[src/rtl/instr_fetch_queue.sv]
// instr_fetch_queue: sequential instruction fetcher with a DEPTH-entry {pc,data} FIFO toward decode.
// Redirects flush the FIFO and mark outstanding fetches stale so their responses are dropped.
module instr_fetch_queue #(
    parameter int WORD_LENGTH = 32,
    parameter int DEPTH = 4,
    parameter logic [WORD_LENGTH-1:0] RESET_PC = '0
) (
    input  logic                   clk,
    input  logic                   rst,
    output logic                   mem_req_valid,
    input  logic                   mem_req_ready,
    output logic [WORD_LENGTH-1:0] mem_req_addr,
    input  logic                   mem_resp_valid,
    input  logic [WORD_LENGTH-1:0] mem_resp_data,
    output logic                   instr_valid,
    input  logic                   instr_ready,
    output logic [WORD_LENGTH-1:0] instr_out,
    output logic [WORD_LENGTH-1:0] instr_pc,
    input  logic                   redirect_valid,
    input  logic [WORD_LENGTH-1:0] redirect_pc
);
    localparam int CW = $clog2(DEPTH + 1);
    localparam int PW = DEPTH > 1 ? $clog2(DEPTH) : 1;

    logic [WORD_LENGTH-1:0] pc_mem [DEPTH];
    logic [WORD_LENGTH-1:0] data_mem [DEPTH];
    logic [PW-1:0] wr_ptr, rd_ptr;
    logic [CW-1:0] count, inflight, stale;
    logic [CW+1:0] occupancy;
    logic [WORD_LENGTH-1:0] fetch_pc, resp_pc, redirect_base;
    logic run, accept, keep, drop, pop;

    function automatic logic [PW-1:0] nxt(input logic [PW-1:0] p);
        return (p == PW'(DEPTH - 1)) ? '0 : p + PW'(1);
    endfunction

    // Stale fetches still occupy a slot until their response drains.
    assign occupancy     = (CW+2)'(count) + (CW+2)'(inflight) + (CW+2)'(stale);
    assign mem_req_valid = run && !redirect_valid && (occupancy < (CW+2)'(DEPTH));
    assign mem_req_addr  = fetch_pc;
    assign accept        = mem_req_valid && mem_req_ready;
    assign keep          = mem_resp_valid && (stale == '0);
    assign drop          = mem_resp_valid && (stale != '0);
    assign instr_valid   = count != '0;
    assign pop           = instr_valid && instr_ready;
    assign instr_out     = data_mem[rd_ptr];
    assign instr_pc      = pc_mem[rd_ptr];
    assign redirect_base = {redirect_pc[WORD_LENGTH-1:2], 2'b00};

    always_ff @(posedge clk or negedge rst) begin
        if (!rst) begin
            run      <= 1'b0;
            wr_ptr   <= '0;
            rd_ptr   <= '0;
            count    <= '0;
            inflight <= '0;
            stale    <= '0;
            fetch_pc <= RESET_PC;
            resp_pc  <= RESET_PC;
            for (int i = 0; i < DEPTH; i++) begin
                pc_mem[i]   <= '0;
                data_mem[i] <= '0;
            end
        end else begin
            run <= 1'b1;
            if (redirect_valid) begin
                wr_ptr   <= '0;
                rd_ptr   <= '0;
                count    <= '0;
                stale    <= stale + inflight + CW'(accept) - CW'(mem_resp_valid);
                inflight <= '0;
                fetch_pc <= redirect_base;
                resp_pc  <= redirect_base;
            end else begin
                if (accept)
                    fetch_pc <= fetch_pc + WORD_LENGTH'(4);
                inflight <= inflight + CW'(accept) - CW'(keep);
                if (drop)
                    stale <= stale - CW'(1);
                if (keep) begin
                    pc_mem[wr_ptr]   <= resp_pc;
                    data_mem[wr_ptr] <= mem_resp_data;
                    wr_ptr           <= nxt(wr_ptr);
                    resp_pc          <= resp_pc + WORD_LENGTH'(4);
                end
                if (pop)
                    rd_ptr <= nxt(rd_ptr);
                count <= count + CW'(keep) - CW'(pop);
            end
        end
    end
endmodule
[config.mk]
export PLATFORM = sky130hd
export DESIGN_NAME = instr_fetch_queue
export DESIGN_NICKNAME = d
export VERILOG_FILES = /design/src/rtl/instr_fetch_queue.sv
export SDC_FILE = /design/constraint.sdc
export NUM_CORES = 1
export LEC_CHECK = 0
export CAP_MARGIN = 20
export CORE_MARGIN = 2
export CORE_UTILIZATION = 30
export CTS_BUF_LIST = sky130_fd_sc_hd__clkbuf_4 sky130_fd_sc_hd__clkbuf_8
export CTS_CLUSTER_DIAMETER = 60
export DETAILED_ROUTE_END_ITERATION = 10
export GPL_TIMING_DRIVEN = 0
export PLACE_DENSITY = 0.5
export SYNTH_ARGS = -nofsm -noshare
export SYNTH_HDL_FRONTEND = slang
export SYNTH_SLANG_ARGS = --single-unit
[constraint.sdc]
create_clock -name clk -period 4.6 [get_ports clk]
set_input_delay 0.69 -clock clk [delete_from_list [all_inputs] [get_ports clk]]
set_output_delay 0.69 -clock clk [all_outputs]
set_load 0.005 [all_outputs]
==> run_summary.xml <==
<?xml version="1.0" encoding="UTF-8"?>
<metrics>
  <group name="critical_path">
    <metric name="kind_of_end_point_of_the_critical_path" unit="">output port</metric>
    <metric name="worst-r2r-cell-count" unit="">14</metric>
    <metric name="critical_path_class" unit="">reg2out</metric>
    <metric name="critical_path_arrival" unit="ns">3.64</metric>
    <metric name="cell_seen_most_often_among_critical_path_stages" unit="">sky130_fd_sc_hd__inv_1</metric>
    <metric name="timing.critical_path.required" unit="ns">3.91</metric>
    <metric name="crit_path_max_fanout" unit="">10</metric>
    <metric name="regToRegEndpoint" unit="">stale[2]$_DFFE_PN0P_</metric>
    <metric name="timing.rr.start" unit="">count[1]$_DFF_PN0_</metric>
    <metric name="crit_chain" unit="">inv_1 &gt; fa_1 &gt; inv_1 &gt; ha_1 &gt; nor4b_1 &gt; buf_2 &gt; nor2_1 &gt; clkdlybuf4s50_1</metric>
    <metric name="worst_setup_path_start_kind" unit="">flip-flop</metric>
    <metric name="timing.critical_path.buf_inv" unit="">4</metric>
    <metric name="crit_family" unit="">buffers and inverters</metric>
    <metric name="critical_path.max_stage_delay" unit="ns">0.71</metric>
    <metric name="crit_path_top_delay_cell" unit="">sky130_fd_sc_hd__nor4b_1</metric>
    <metric name="timing.reg2reg.setup_slack" unit="ns">0.79</metric>
  </group>
  <group name="logic_synthesis">
    <metric name="synth_enable_flop_cells" unit="">0</metric>
    <metric name="synth_seq_cells" unit="">322</metric>
    <metric name="synth_largest_area_cell" unit="">sky130_fd_sc_hd__dfrtp_1</metric>
    <metric name="ys.flop_type" unit="">sky130_fd_sc_hd__dfrtp_1</metric>
    <metric name="yosys.cell_types.count" unit="">66</metric>
    <metric name="post_synth_instance_area" unit="µm²">15300</metric>
    <metric name="async_flop_share" unit="">1.00</metric>
    <metric name="synth.top_cells.by_area" unit="">sky130_fd_sc_hd__dfrtp_1, sky130_fd_sc_hd__mux2_2, sky130_fd_sc_hd__mux4_2, sky130_fd_sc_hd__nand2_1, sky130_fd_sc_hd__xor2_1</metric>
    <metric name="synth_top_area_frac" unit="">0.527</metric>
    <metric name="post_synthesis_cells" unit="">1113</metric>
    <metric name="ys_seq_area_frac" unit="">0.527</metric>
    <metric name="synth-warning-count" unit="">0</metric>
    <metric name="postSynthAreaPerCell" unit="µm²">13.7</metric>
  </group>
  <group name="min_path">
    <metric name="min-delay-path-class" unit="">in2async</metric>
  </group>
  <group name="placed_design">
    <metric name="portBuffers" unit="">160</metric>
    <metric name="dp_slack" unit="ns">0.781</metric>
    <metric name="place.gp.congestion" unit="">0.831</metric>
    <metric name="post-dp-hpwl" unit="µm">28300</metric>
  </group>
  <group name="cts">
    <metric name="ctsResizeCount" unit="">0</metric>
    <metric name="worst_setup_hold_path_clk_slew" unit="ns">0.06</metric>
    <metric name="clock-root-buffer" unit="">sky130_fd_sc_hd__clkbuf_8</metric>
    <metric name="hold_buffers" unit="">0</metric>
    <metric name="post-cts-setup-buffers" unit="">0</metric>
    <metric name="maximum_buffer_depth_of_the_clock_tree" unit="">3</metric>
    <metric name="cts_made_buffers" unit="">59</metric>
    <metric name="tritoncts_num_sinks" unit="">322</metric>
    <metric name="max_h_tree_level" unit="">2</metric>
    <metric name="cts_tree" unit="">built</metric>
    <metric name="clk-insertion-delay-late" unit="ns">0.64</metric>
  </group>
  <group name="detailed_routing">
    <metric name="route.top_layer_used" unit="">met4</metric>
    <metric name="totalWireLength" unit="µm">40400</metric>
    <metric name="wl_met2" unit="µm">18500</metric>
    <metric name="routed_via_density" unit="">4.79</metric>
    <metric name="drt_iter0_drc" unit="">434</metric>
    <metric name="drt_drc_violations_left" unit="">0</metric>
    <metric name="wirelength_met1" unit="µm">19100</metric>
    <metric name="drt-wirelength-per-cell" unit="µm">19.6</metric>
    <metric name="antenna_left" unit="">0</metric>
    <metric name="routed-via-count" unit="">9863</metric>
    <metric name="wl_met3" unit="µm">1950</metric>
    <metric name="tritonroute_pass_1_iters" unit="">4</metric>
  </group>
  <group name="final_layout">
    <metric name="most-common-layout-cells" unit="">sky130_fd_sc_hd__dfrtp_1, sky130_fd_sc_hd__mux2_2, sky130_fd_sc_hd__clkdlybuf4s50_1</metric>
    <metric name="final_common_cell" unit="">sky130_fd_sc_hd__dfrtp_1</metric>
    <metric name="inserted_diodes" unit="">0</metric>
    <metric name="layout-drive-gt1-share" unit="">0.342</metric>
    <metric name="layout.nets" unit="">1434</metric>
    <metric name="synthToLayoutAreaGrowth" unit="%">25.5</metric>
    <metric name="final_core_utilization" unit="">0.382</metric>
  </group>
  <group name="floorplanning">
    <metric name="fp.dieW" unit="µm">230</metric>
    <metric name="row_count" unit="">82</metric>
    <metric name="area_of_the_core" unit="µm²">50200</metric>
    <metric name="initial_utilization" unit="">0.305</metric>
    <metric name="design.die.area" unit="µm²">52800</metric>
    <metric name="io_pins" unit="">168</metric>
    <metric name="die_h" unit="µm">230</metric>
  </group>
  <group name="global_route">
    <metric name="grt_pass1_vias" unit="">10900</metric>
    <metric name="largest_net_degree_at_the_start_of_global_routing" unit="">92</metric>
    <metric name="grt_first_pass_wirelength" unit="µm">64300</metric>
    <metric name="grt_remaining_overflow" unit="">0</metric>
    <metric name="globalRouteTotalUtil" unit="">0.157</metric>
    <metric name="grt_antenna_before_repair" unit="">0</metric>
  </group>
  <group name="sta">
    <metric name="min_period_over_period" unit="">0.941</metric>
    <metric name="report.final.hold_viol_count" unit="">0</metric>
    <metric name="worst_slew_margin_rel" unit="">0.401</metric>
    <metric name="min_period" unit="ns">4.33</metric>
    <metric name="worst_clock_skew" unit="ns">0.0319</metric>
    <metric name="final_max_slew_viol_count" unit="">0</metric>
    <metric name="finalSetupViolCount" unit="">0</metric>
    <metric name="max_freq" unit="MHz">231</metric>
    <metric name="rsz0062_at_grt" unit="">false</metric>
    <metric name="timing.final.ws_setup" unit="ns">0.273</metric>
    <metric name="worst_slew_pin_slew" unit="ns">0.899</metric>
  </group>
  <group name="power_and_ir_drop">
    <metric name="peakVddDrop" unit="mV">0.203</metric>
    <metric name="power_density_cells" unit="nW/µm²">518</metric>
    <metric name="cellLeakagePower" unit="nW">8.53</metric>
  </group>
  <group name="status">
    <metric name="run_status" unit="">finished, final reports clean</metric>
  </group>
  <group name="flow_run">
    <metric name="cap_violations" unit="">0</metric>
  </group>
</metrics>
-- metal layers --
layer  GRT usage  vias up
met5           0        -
met4      0.0484        0
met3      0.0322       61
met2       0.253      258
met1       0.214     5031
li1            -     4513
-- cell usage after synthesis, types with 6 or more instances --
cell and instances:
sky130_fd_sc_hd__fa_1 7, sky130_fd_sc_hd__xnor2_1 22, sky130_fd_sc_hd__o21ai_0 42, sky130_fd_sc_hd__ha_1 17
sky130_fd_sc_hd__a21oi_1 15, sky130_fd_sc_hd__nand4_1 14, sky130_fd_sc_hd__nor2_1 23, sky130_fd_sc_hd__nand3_1 19
sky130_fd_sc_hd__and4_1 8, sky130_fd_sc_hd__dfrtp_1 322, sky130_fd_sc_hd__xor2_1 27, sky130_fd_sc_hd__clkbuf_1 23
sky130_fd_sc_hd__buf_2 20, sky130_fd_sc_hd__nand2_1 70, sky130_fd_sc_hd__inv_1 35, sky130_fd_sc_hd__nor3_1 11
sky130_fd_sc_hd__mux2_2 248, sky130_fd_sc_hd__a21o_1 6, sky130_fd_sc_hd__buf_1 14, sky130_fd_sc_hd__o31a_1 6
sky130_fd_sc_hd__nor4_1 15, sky130_fd_sc_hd__mux4_2 62
-- worst max-delay path by stage --
stage	startpoint	end	slack, ns	depth (start not counted)
6_report	count[2]$_DFF_PN0_	mem_req_valid	0.27	8
5_1_grt	count[2]$_DFF_PN0_	mem_req_valid	0.09	8
4_1_cts	count[2]$_DFF_PN0_	mem_req_valid	0.20	8
3_5_place_dp	count[2]$_DFF_PN0_	inflight[2]$_DFF_PN0_	0.78	14
3_3_place_gp	rst	mem_req_addr[27]$_DFFE_PN0N_	-11.70	1
2_1_floorplan	count[2]$_DFF_PN0_	stale[2]$_DFFE_PN0P_	1.19	13
-- final cells by class --
type	instances	area [µm²]
Tap cell	672	841
Buffer	69	354
Fill cell	4815	31000
Inverter	37	139
Clock inverter	11	163
Clock buffer	95	1190
Timing Repair Buffer	163	1690
Sequential cell	322	8060
Multi-Input combinational cell	688	6740
-- power by group --
part	total (W)	internal, W	switching, W
combinational	0.00308	0.00182	0.00125
sequential	0.00376	0.00340	0.000366
clock	0.00309	0.00186	0.00123
-- logic make-up (layout without fill, tap and decap cells) --
logic type      after synthesis  after routing  share of synthesized area
compound gates               95             95                     0.0381
buf+inv                     106            375                     0.0323
other cells                   2              5                   0.000491
flops                       322            322                      0.527
mux                         311            311                      0.275
fa+ha+maj                    24             24                     0.0231
xor+xnor                     49             49                     0.0281
simple gates                204            204                     0.0759
-- sequential cells by signal (all words and copies together), names as in the netlist --
register	flops
count	3
data_mem	128
inflight	3
mem_req_addr	30
pc_mem	120
rd_ptr	2
resp_pc	30
run	1
stale	3
wr_ptr	2
-- metrics by stage --
step                TNS (ns)  instance area, µm²  total power (W)  cells  hold WS, ns
detailed placement         0               17800          0.00696   1951        0.465
CTS                        0               19200           0.0101   2057       0.0547
floorplan                  0               15300          0.00542   1116        0.394
global route               0               19200           0.0106   2057       0.0821
global placement    -3757.66               17700          0.00690   1948        0.458
finish                     0               19200          0.00993   2057       0.0734
(Power assumes the default switching activity.)
